File: config.mk
export PLATFORM = sky130hd
export DESIGN_NAME = multicycle_ctrl
export DESIGN_NICKNAME = d
export VERILOG_FILES = /design/src/rtl/multicycle_ctrl.sv
export SDC_FILE = /design/constraint.sdc
export NUM_CORES = 1
export LEC_CHECK = 0
export BUFFER_PORTS_ARGS = -buffer_cell sky130_fd_sc_hd__buf_2
export CELL_PAD_IN_SITES_DETAIL_PLACEMENT = 0
export CELL_PAD_IN_SITES_GLOBAL_PLACEMENT = 1
export CORE_MARGIN = 2
export CORE_UTILIZATION = 42
export DETAILED_ROUTE_END_ITERATION = 16
export HOLD_SLACK_MARGIN = 0.03
export PLACE_DENSITY = 0.81
export SYNTH_ARGS = -nofsm -noshare
export SYNTH_HDL_FRONTEND = slang
export SYNTH_SLANG_ARGS = --single-unit
File: constraint.sdc
create_clock -name i_clk -period 3.3 [get_ports i_clk]
set_clock_uncertainty 0.05 [all_clocks]
set_input_delay 0.66 -clock i_clk [delete_from_list [all_inputs] [get_ports i_clk]]
set_output_delay 0.66 -clock i_clk [all_outputs]
set_load 0.03 [all_outputs]
File: src/rtl/multicycle_ctrl.sv
// Multi-cycle MIPS32 control sequencer: walks each instruction through FETCH/DECODE/EXEC/MEM/WB,
// drives registered datapath strobes, waits on a variable-latency memory and traps bad opcodes.
module multicycle_ctrl #(
    parameter int MEM_TIMEOUT = 16,
    parameter int CNT_W       = 32
) (
    input  logic             i_clk,
    input  logic             i_rst_n,
    input  logic [5:0]       i_opcode,
    input  logic             i_mem_ready,
    output logic             o_pc_write,
    output logic             o_branch_beq,
    output logic             o_branch_bne,
    output logic             o_iord,
    output logic             o_mem_read,
    output logic             o_mem_write,
    output logic             o_ir_write,
    output logic             o_reg_write,
    output logic [1:0]       o_reg_dst,
    output logic [1:0]       o_memto_reg,
    output logic             o_alu_src_a,
    output logic [1:0]       o_alu_src_b,
    output logic [1:0]       o_alu_op,
    output logic [1:0]       o_pc_src,
    output logic [3:0]       o_state,
    output logic             o_illegal,
    output logic             o_mem_err,
    output logic [CNT_W-1:0] o_retired
);

    localparam int TW = $clog2(MEM_TIMEOUT + 1);

    typedef enum logic [3:0] {
        S_FETCH  = 4'd0,  S_DECODE = 4'd1,  S_MEMADR = 4'd2,  S_MEMRD  = 4'd3,
        S_MEMWB  = 4'd4,  S_MEMWR  = 4'd5,  S_EXEC_R = 4'd6,  S_ALUWB  = 4'd7,
        S_BRANCH = 4'd8,  S_JUMP   = 4'd9,  S_EXEC_I = 4'd10, S_IWB    = 4'd11,
        S_JAL    = 4'd12, S_HALT   = 4'd13
    } state_t;

    typedef struct packed {
        logic       pc_write;
        logic       beq;
        logic       bne;
        logic       iord;
        logic       mem_read;
        logic       mem_write;
        logic       reg_write;
        logic [1:0] reg_dst;
        logic [1:0] memto_reg;
        logic       src_a;
        logic [1:0] src_b;
        logic [1:0] alu_op;
        logic [1:0] pc_src;
    } ctrl_t;

    function automatic ctrl_t decode(input state_t s, input logic [5:0] op);
        ctrl_t c;
        c = '0;
        case (s)
            S_FETCH:  begin c.mem_read = 1'b1; c.src_b = 2'b01; end
            S_DECODE: c.src_b = 2'b11;
            S_EXEC_R: begin c.src_a = 1'b1; c.alu_op = 2'b10; end
            S_ALUWB:  begin c.reg_write = 1'b1; c.reg_dst = 2'b01; end
            S_EXEC_I: begin c.src_a = 1'b1; c.src_b = 2'b10; c.alu_op = 2'b11; end
            S_IWB:    c.reg_write = 1'b1;
            S_MEMADR: begin c.src_a = 1'b1; c.src_b = 2'b10; end
            S_MEMRD:  begin c.iord = 1'b1; c.mem_read = 1'b1; end
            S_MEMWB:  begin c.reg_write = 1'b1; c.memto_reg = 2'b01; end
            S_MEMWR:  begin c.iord = 1'b1; c.mem_write = 1'b1; end
            S_BRANCH: begin
                c.src_a  = 1'b1;
                c.alu_op = 2'b01;
                c.pc_src = 2'b01;
                c.beq    = (op == 6'b000100);
                c.bne    = (op == 6'b000101);
            end
            S_JUMP:   begin c.pc_src = 2'b10; c.pc_write = 1'b1; end
            S_JAL:    begin
                c.pc_src    = 2'b10;
                c.pc_write  = 1'b1;
                c.reg_write = 1'b1;
                c.reg_dst   = 2'b10;
                c.memto_reg = 2'b10;
            end
            default:  c = '0;
        endcase
        return c;
    endfunction

    state_t          state, nxt;
    ctrl_t           ctrl;
    logic [TW-1:0]   wait_cnt;
    logic            waiting, expired, retire;

    // Waiting is keyed off the registered request so the idle cycle right after reset
    // neither consumes a ready nor counts toward the timeout.
    always_comb begin
        waiting = ctrl.mem_read | ctrl.mem_write;
        expired = waiting & ~i_mem_ready & (wait_cnt == TW'(MEM_TIMEOUT - 1));
        nxt     = state;
        retire  = 1'b0;
        case (state)
            S_FETCH: begin
                if (waiting && i_mem_ready) nxt = S_DECODE;
                else if (expired)           nxt = S_HALT;
            end
            S_DECODE: begin
                case (i_opcode)
                    6'b000000:                        nxt = S_EXEC_R;
                    6'b100011, 6'b101011:             nxt = S_MEMADR;
                    6'b000100, 6'b000101:             nxt = S_BRANCH;
                    6'b000010:                        nxt = S_JUMP;
                    6'b000011:                        nxt = S_JAL;
                    6'b001000, 6'b001010, 6'b001011, 6'b001100,
                    6'b001101, 6'b001110, 6'b001111:  nxt = S_EXEC_I;
                    default:                          nxt = S_HALT;
                endcase
            end
            S_EXEC_R: nxt = S_ALUWB;
            S_EXEC_I: nxt = S_IWB;
            S_MEMADR: nxt = (i_opcode == 6'b101011) ? S_MEMWR : S_MEMRD;
            S_MEMRD: begin
                if (i_mem_ready)  nxt = S_MEMWB;
                else if (expired) nxt = S_HALT;
            end
            S_MEMWR: begin
                if (i_mem_ready) begin
                    nxt    = S_FETCH;
                    retire = 1'b1;
                end else if (expired) begin
                    nxt = S_HALT;
                end
            end
            S_ALUWB, S_IWB, S_MEMWB, S_BRANCH, S_JUMP, S_JAL: begin
                nxt    = S_FETCH;
                retire = 1'b1;
            end
            default: nxt = S_HALT;
        endcase
    end

    always_ff @(posedge i_clk or negedge i_rst_n) begin
        if (!i_rst_n) begin
            state     <= S_FETCH;
            ctrl      <= '0;
            wait_cnt  <= '0;
            o_illegal <= 1'b0;
            o_mem_err <= 1'b0;
            o_retired <= '0;
        end else begin
            state <= nxt;
            ctrl  <= decode(nxt, i_opcode);
            if (nxt != state)                wait_cnt <= '0;
            else if (waiting && !i_mem_ready) wait_cnt <= wait_cnt + TW'(1);
            if (expired)                          o_mem_err <= 1'b1;
            if (state == S_DECODE && nxt == S_HALT) o_illegal <= 1'b1;
            if (retire)                           o_retired <= o_retired + CNT_W'(1);
        end
    end

    // IR latch and PC+4 follow the fetch ready in the same cycle.
    assign o_ir_write   = ctrl.mem_read & ~ctrl.iord & i_mem_ready;
    assign o_pc_write   = ctrl.pc_write | o_ir_write;
    assign o_branch_beq = ctrl.beq;
    assign o_branch_bne = ctrl.bne;
    assign o_iord       = ctrl.iord;
    assign o_mem_read   = ctrl.mem_read;
    assign o_mem_write  = ctrl.mem_write;
    assign o_reg_write  = ctrl.reg_write;
    assign o_reg_dst    = ctrl.reg_dst;
    assign o_memto_reg  = ctrl.memto_reg;
    assign o_alu_src_a  = ctrl.src_a;
    assign o_alu_src_b  = ctrl.src_b;
    assign o_alu_op     = ctrl.alu_op;
    assign o_pc_src     = ctrl.pc_src;
    assign o_state      = state;

endmodule
==> flow_summary.json, run 1 <==
{
  "io_buffers": 65,
  "startpoint": "wait_cnt[0]",
  "largest_register_ff_count": 32,
  "grt_overflow": 0,
  "synth.ff_latch_count": 61,
  "cp.required_ns": 3.47,
  "clock_latency_ns": 0.34,
  "io_pins": 66,
  "status": "completed",
  "arrival_ns": 3.02,
  "synth-seq-area-share_pct": 48.15,
  "synth_cell_types": 50,
  "clkTransAtPathRegs_ns": 0.07,
  "drv_cap": 0,
  "hp-class": "register to register",
  "drive_gt1_share_pct": 25.27,
  "r2r-start": "wait_cnt[0]",
  "start_kind": "register",
  "syn_area_per_cell_um2": 10.26,
  "rsz0062_at_grt": "false",
  "pwr_density_cell_nw_per_um2": 846.7,
  "vias": 2397,
  "hold_buffers": 0,
  "cts_tree": "built",
  "period_needed_ns": 2.848,
  "slew_headroom_pct": 49.62,
  "die_w_um": 90.89,
  "peakVddDrop_mv": 0.4367,
  "routed_via_density": 5.133,
  "worstHoldStart": "o_illegal",
  "cts_buffer_depth": 2,
  "antennaDiodeCount": 0,
  "track_usage_pct": 16.37,
  "first_iter_violations": 79,
  "ys_warn_count": 0,
  "core_area_um2": 7292,
  "leakage_nw": 1.854,
  "cts_inserted_buffers": 9,
  "place.gp.congestion": 0.8752,
  "path_class": "register to register",
  "antenna_found_initial": 0,
  "slew_violations": 0,
  "die_h_um": 90.89,
  "area_delta_synth_final_pct": 17.29,
  "fmax_mhz": 351.1,
  "use_met1_pct": 22.16,
  "grt_pass1_wl_mm": 10.91,
  "row_count": 31,
  "routed_wl_mm": 6.439,
  "worst_pin_slew_ns": 0.7557,
  "hold_ws_ns": 0.4157,
  "setup-tns-final_ns": 0,
  "grt_pass1_vias": 2260,
  "grt_use_met2_pct": 25.87,
  "end_kind": "register",
  "first_pass_iters": 4,
  "hold_viol": 0,
  "ys.flop_type": "dfrtp_1",
  "synth_area_um2": 3171,
  "grt_busiest_layer": "met2",
  "placed_cells": 451,
  "wire_per_inst_um": 13.79,
  "synth-async-reset-ratio_pct": 100.0,
  "crit_path_max_fanout": 15,
  "setup_viol": 0,
  "final_cells": 467,
  "final_antenna_net_count": 0,
  "cts-root-buf": "clkbuf_8",
  "syn_nets": 325,
  "postCtsSetupBuffers": 0,
  "regMostFlops": "o_retired",
  "cts.sinks": 61,
  "hpwl_mm": 4.510,
  "cts_resized": 0,
  "htreeDepth": 3,
  "design.die.area_um2": 8260,
  "nNetsFinal": 379,
  "met3_usage_pct": 2.922,
  "drc_errors": 0,
  "grt_max_degree": 62,
  "syn_inst": 309,
  "period_share_pct": 86.32,
  "synth-edff-count": 0,
  "initial_utilization_pct": 43.48
}
==> critical path, stage by stage (launching register included) <==
cell	delay (ns)
dfrtp_1	0.41
ha_1	0.22
and3_1	0.18
ha_1	0.23
o21a_1	0.14
o2111ai_1	0.18
nand3_1	0.11
or3b_1	0.63
nand2b_1	0.30
a32o_1	0.29
==> through the flow <==
step | util (%) | total power, mW | setup WS [ns] | cell area [um2]
2_1_floorplan | - | 2.102 | 0.8391 | 3171
3_3_place_gp | 47.65 | 2.330 | 0.5646 | 3475
3_5_place_dp | 47.65 | 2.334 | 0.4914 | 3475
4_1_cts | 51.00 | 3.172 | 0.4568 | 3719
5_1_grt | 51.00 | 3.360 | 0.2701 | 3719
6_report | 51.00 | 3.148 | 0.4515 | 3719
==> layer usage <==
metal	part of all wire (%)	wire length, um
met1	46	2986
met2	48	3083
met3	3.9	251
met4	1.8	117
met5	0	0
==> cell type report <==
class,instances,area (um2)
Clock buffer,9,123.9
Clock inverter,7,120.1
Fill cell,697,3573
Inverter,11,42.54
Multi-Input combinational cell,214,1449
Sequential cell,61,1526
Tap cell,99,123.9
Timing Repair Buffer,66,332.8
==> placed cells by master, fill, tap and decap left out, types with 5 or more instances in the layout <==
cell | Yosys | layout
xor2_1 | 13 | 13
nand2b_1 | 9 | 9
nand2_1 | 21 | 21
dfrtp_1 | 61 | 61
and3_1 | 6 | 6
and2_1 | 7 | 7
a21oi_1 | 5 | 5
nand3_1 | 13 | 13
nor2b_1 | 6 | 6
nor3_1 | 7 | 7
xnor2_1 | 24 | 24
and4_1 | 6 | 6
clkbuf_8 | 0 | 9
buf_2 | 8 | 65
nor2_1 | 30 | 30
ha_1 | 7 | 7
inv_1 | 10 | 10
nand4_1 | 11 | 11
==> path summary, 6_finish.rpt <==
path,endpoint,slack (ns),cells after the start
hold reg to reg,o_illegal,0.42,1
max in group asynchronous,o_alu_op[0],2.27,2
hold / removal,o_illegal,0.42,1
min in group asynchronous,o_branch_beq,0.43,2
setup / recovery,o_reg_write,0.45,9
setup reg to reg,o_reg_write,0.45,9
==> synthesized netlist by cell type, drive strengths merged (3+ instances only) <==
library cell | number | share of area [%]
and2 | 7 | 1.4
nand4 | 11 | 2.2
nor2 | 31 | 3.7
nor3b | 3 | 0.71
o211ai | 4 | 0.95
nand2 | 21 | 2.5
nor3 | 7 | 1.1
dfrtp | 61 | 48
and3 | 6 | 1.2
a211oi | 3 | 0.71
and4 | 6 | 1.7
xor2 | 13 | 3.6
a21oi | 5 | 0.79
xnor2 | 24 | 6.6
nand2b | 9 | 1.8
nand3 | 13 | 2.1
o21a | 3 | 0.71
ha | 7 | 2.8
inv | 10 | 1.2
o21ai | 3 | 0.47
buf | 21 | 4.6
or2 | 4 | 0.79
nor2b | 6 | 1.2
==> power by group <==
| group | total, mW | switching (mW) | internal, mW |
|---|---|---|---|
| logic | 1.28 | 0.833 | 0.448 |
| registers | 1.05 | 0.163 | 0.884 |
| clock network | 0.820 | 0.314 | 0.506 |
| total | 3.15 | 1.31 | 1.84 |
==> cell families after synthesis <==
family / synth area share [%]
xor gates and xnor gates: 10.22
muxes: 0.9866
AOI/OAI and AO/OA: 7.893
adders and majority gates: 2.762
and+or+nand+nor: 23.84
DFF: 48.15
buffers and inverters: 6.156
No activity file was read; power rests on OpenSTA's default activity.
==> inputs of run 2 (changes only) <==
==> constraint.sdc (replaced) <==
create_clock -name i_clk -period 3.3 [get_ports i_clk]
set_clock_uncertainty 0.05 [all_clocks]
set_input_delay 0.825 -clock i_clk [delete_from_list [all_inputs] [get_ports i_clk]]
set_output_delay 0.825 -clock i_clk [all_outputs]
set_load 0.03 [all_outputs]
==> run 2 against run 1 <==
Against the previous run: fmax increased by 0.60%; worst hold slack got worse by 0.0043 ns; sequential power about the same; worst setup slack improved by 0.017 ns; total power decreased by 7.4%; final cell count decreased by 0.21%; design area decreased by 1.8%; critical endpoint unchanged; combinational power about the same; wire length increased by 0.64%; critical path type unchanged.
==> flow_summary.json, run 2 (synthesis results as in run 1) <==
{
  "cts_tree": "built",
  "rsz0062_at_grt": "false",
  "routed_via_density": 5.026,
  "place.gp.congestion": 0.8040,
  "power_mw": 2.916,
  "slew_violations": 0,
  "arrival_ns": 2.99,
  "path_class": "register to register",
  "postCtsSetupBuffers": 0,
  "cts.sinks": 61,
  "peakVddDrop_mv": 0.3806,
  "regMostFlops": "o_retired",
  "antennaDiodeCount": 0,
  "final_antenna_net_count": 0,
  "cp_top_family": "simple AND/OR/NAND/NOR gates",
  "end_kind": "register",
  "antenna_found_initial": 0,
  "cts_buffer_depth": 2,
  "crit_path_frequent_cell": "ha_1",
  "fillers": 752,
  "cp_slowest_stage_delay_ns": 0.62,
  "routed_wl_mm": 6.480,
  "period_share_pct": 85.80,
  "cp_cell_sequence": "ha_1, and3_1, ha_1, o21a_1, o2111ai_1, nand3_1, or3b_1, nand2b_1, a32o_1",
  "cts-root-buf": "clkbuf_8",
  "hold_viol": 0,
  "cts_resized": 0,
  "vias": 2342,
  "grt_overflow": 0,
  "crit_path_max_fanout": 15,
  "critPathSlowestCell": "or3b_1",
  "grt_pass1_wl_mm": 11.11,
  "io_buffers": 65,
  "track_usage_pct": 16.86,
  "crit_buf_inv": 0,
  "final_common_cell": "buf_2",
  "clkTransAtPathRegs_ns": 0.07,
  "htreeDepth": 3,
  "drc_errors": 0,
  "register_area_um2": 1526,
  "area_delta_synth_final_pct": 15.15,
  "hpwl_mm": 4.516,
  "core_area_um2": 7292,
  "design.die.area_um2": 8260,
  "fin_util_pct": 50.07,
  "hold_buffers": 0,
  "leakage_nw": 1.823,
  "die_w_um": 90.89,
  "fmax_mhz": 353.2,
  "io_pins": 66,
  "die_h_um": 90.89,
  "drive_gt1_share_pct": 24.80,
  "cp.required_ns": 3.46,
  "wire_per_inst_um": 13.91,
  "grt_max_degree": 62,
  "pwr_density_cell_nw_per_um2": 798.6,
  "setup-tns-final_ns": 0,
  "hp-class": "register to register",
  "clock_latency_ns": 0.32,
  "slew_headroom_pct": 48.46,
  "row_count": 31,
  "nNetsFinal": 379,
  "worst_pin_slew_ns": 0.7732,
  "status": "completed",
  "cts_inserted_buffers": 9,
  "grt_pass1_vias": 2253,
  "initial_utilization_pct": 43.48,
  "first_iter_violations": 158,
  "drv_cap": 0,
  "layout_common_cells": "65 x buf_2, 61 x dfrtp_1, 30 x nor2_1",
  "multi_input_area_um2": 1449,
  "r2r_slack_ns": 0.47,
  "period_needed_ns": 2.831,
  "first_pass_iters": 4,
  "largest_register_ff_count": 32,
  "start_kind": "register",
  "setup_viol": 0
}
## run 2: cell types whose count changed in the layout (fill, tap and decap cells not counted)
| cell | previous run | this run |
|---|---|---|
| bufinv_16 | 3 | 0 |
| clkbuf_8 | 9 | 11 |
| inv_6 | 2 | 0 |
| clkbuf_1 | 0 | 1 |
| clkinv_4 | 0 | 1 |
## run 2: cell type report
class | instances | share of cell area (%)
clock inverters | 3 | 0.5826
inverters | 11 | 1.165
multi-input cells | 214 | 39.68
well taps | 99 | 3.393
repair buffers | 66 | 9.116
clock buffers | 12 | 4.249
flip-flops and latches | 61 | 41.81
## run 2: through the flow
step / instances / setup WS [ns] / hold WS (ns) / instance area (um2)
after global placement: 451 / 0.4036 / 0.3930 / 3475
after CTS: 466 / 0.4760 / 0.4172 / 3651
final: 466 / 0.4686 / 0.4113 / 3651
after global routing: 466 / 0.3010 / 0.4475 / 3651
after detailed placement: 451 / 0.3472 / 0.4013 / 3475
after floorplan: 309 / 0.7237 / 0.4466 / 3171
## run 2: final timing paths
| check | from | end | depth (start not counted) |
|---|---|---|---|
| hold reg to reg | o_mem_err | o_mem_err | 1 |
| hold / removal | o_mem_err | o_mem_err | 1 |
| max in group asynchronous | i_rst_n | o_alu_src_a | 2 |
| setup / recovery | wait_cnt[0] | o_reg_write | 9 |
| min in group asynchronous | i_rst_n | o_branch_beq | 2 |
| setup reg to reg | wait_cnt[0] | o_reg_write | 9 |
## run 2: layer usage
metal | vias up | global-route usage (%) | wire, um
met3 | 8 | 3.840 | 224
met4 | 0 | 7.197 | 110
met1 | 1130 | 23.79 | 3101
met2 | 45 | 24.94 | 3044
met5 | - | 0 | 0
li1 | 1159 | - | -
## run 2: where the power goes
part	total (mW)	switching, mW	internal, mW	leakage, nW
logic	1.27	0.821	0.448	0.918
registers	1.05	0.162	0.884	0.816
clock network	0.600	0.290	0.310	0.0884
total	2.92	1.27	1.64	1.82
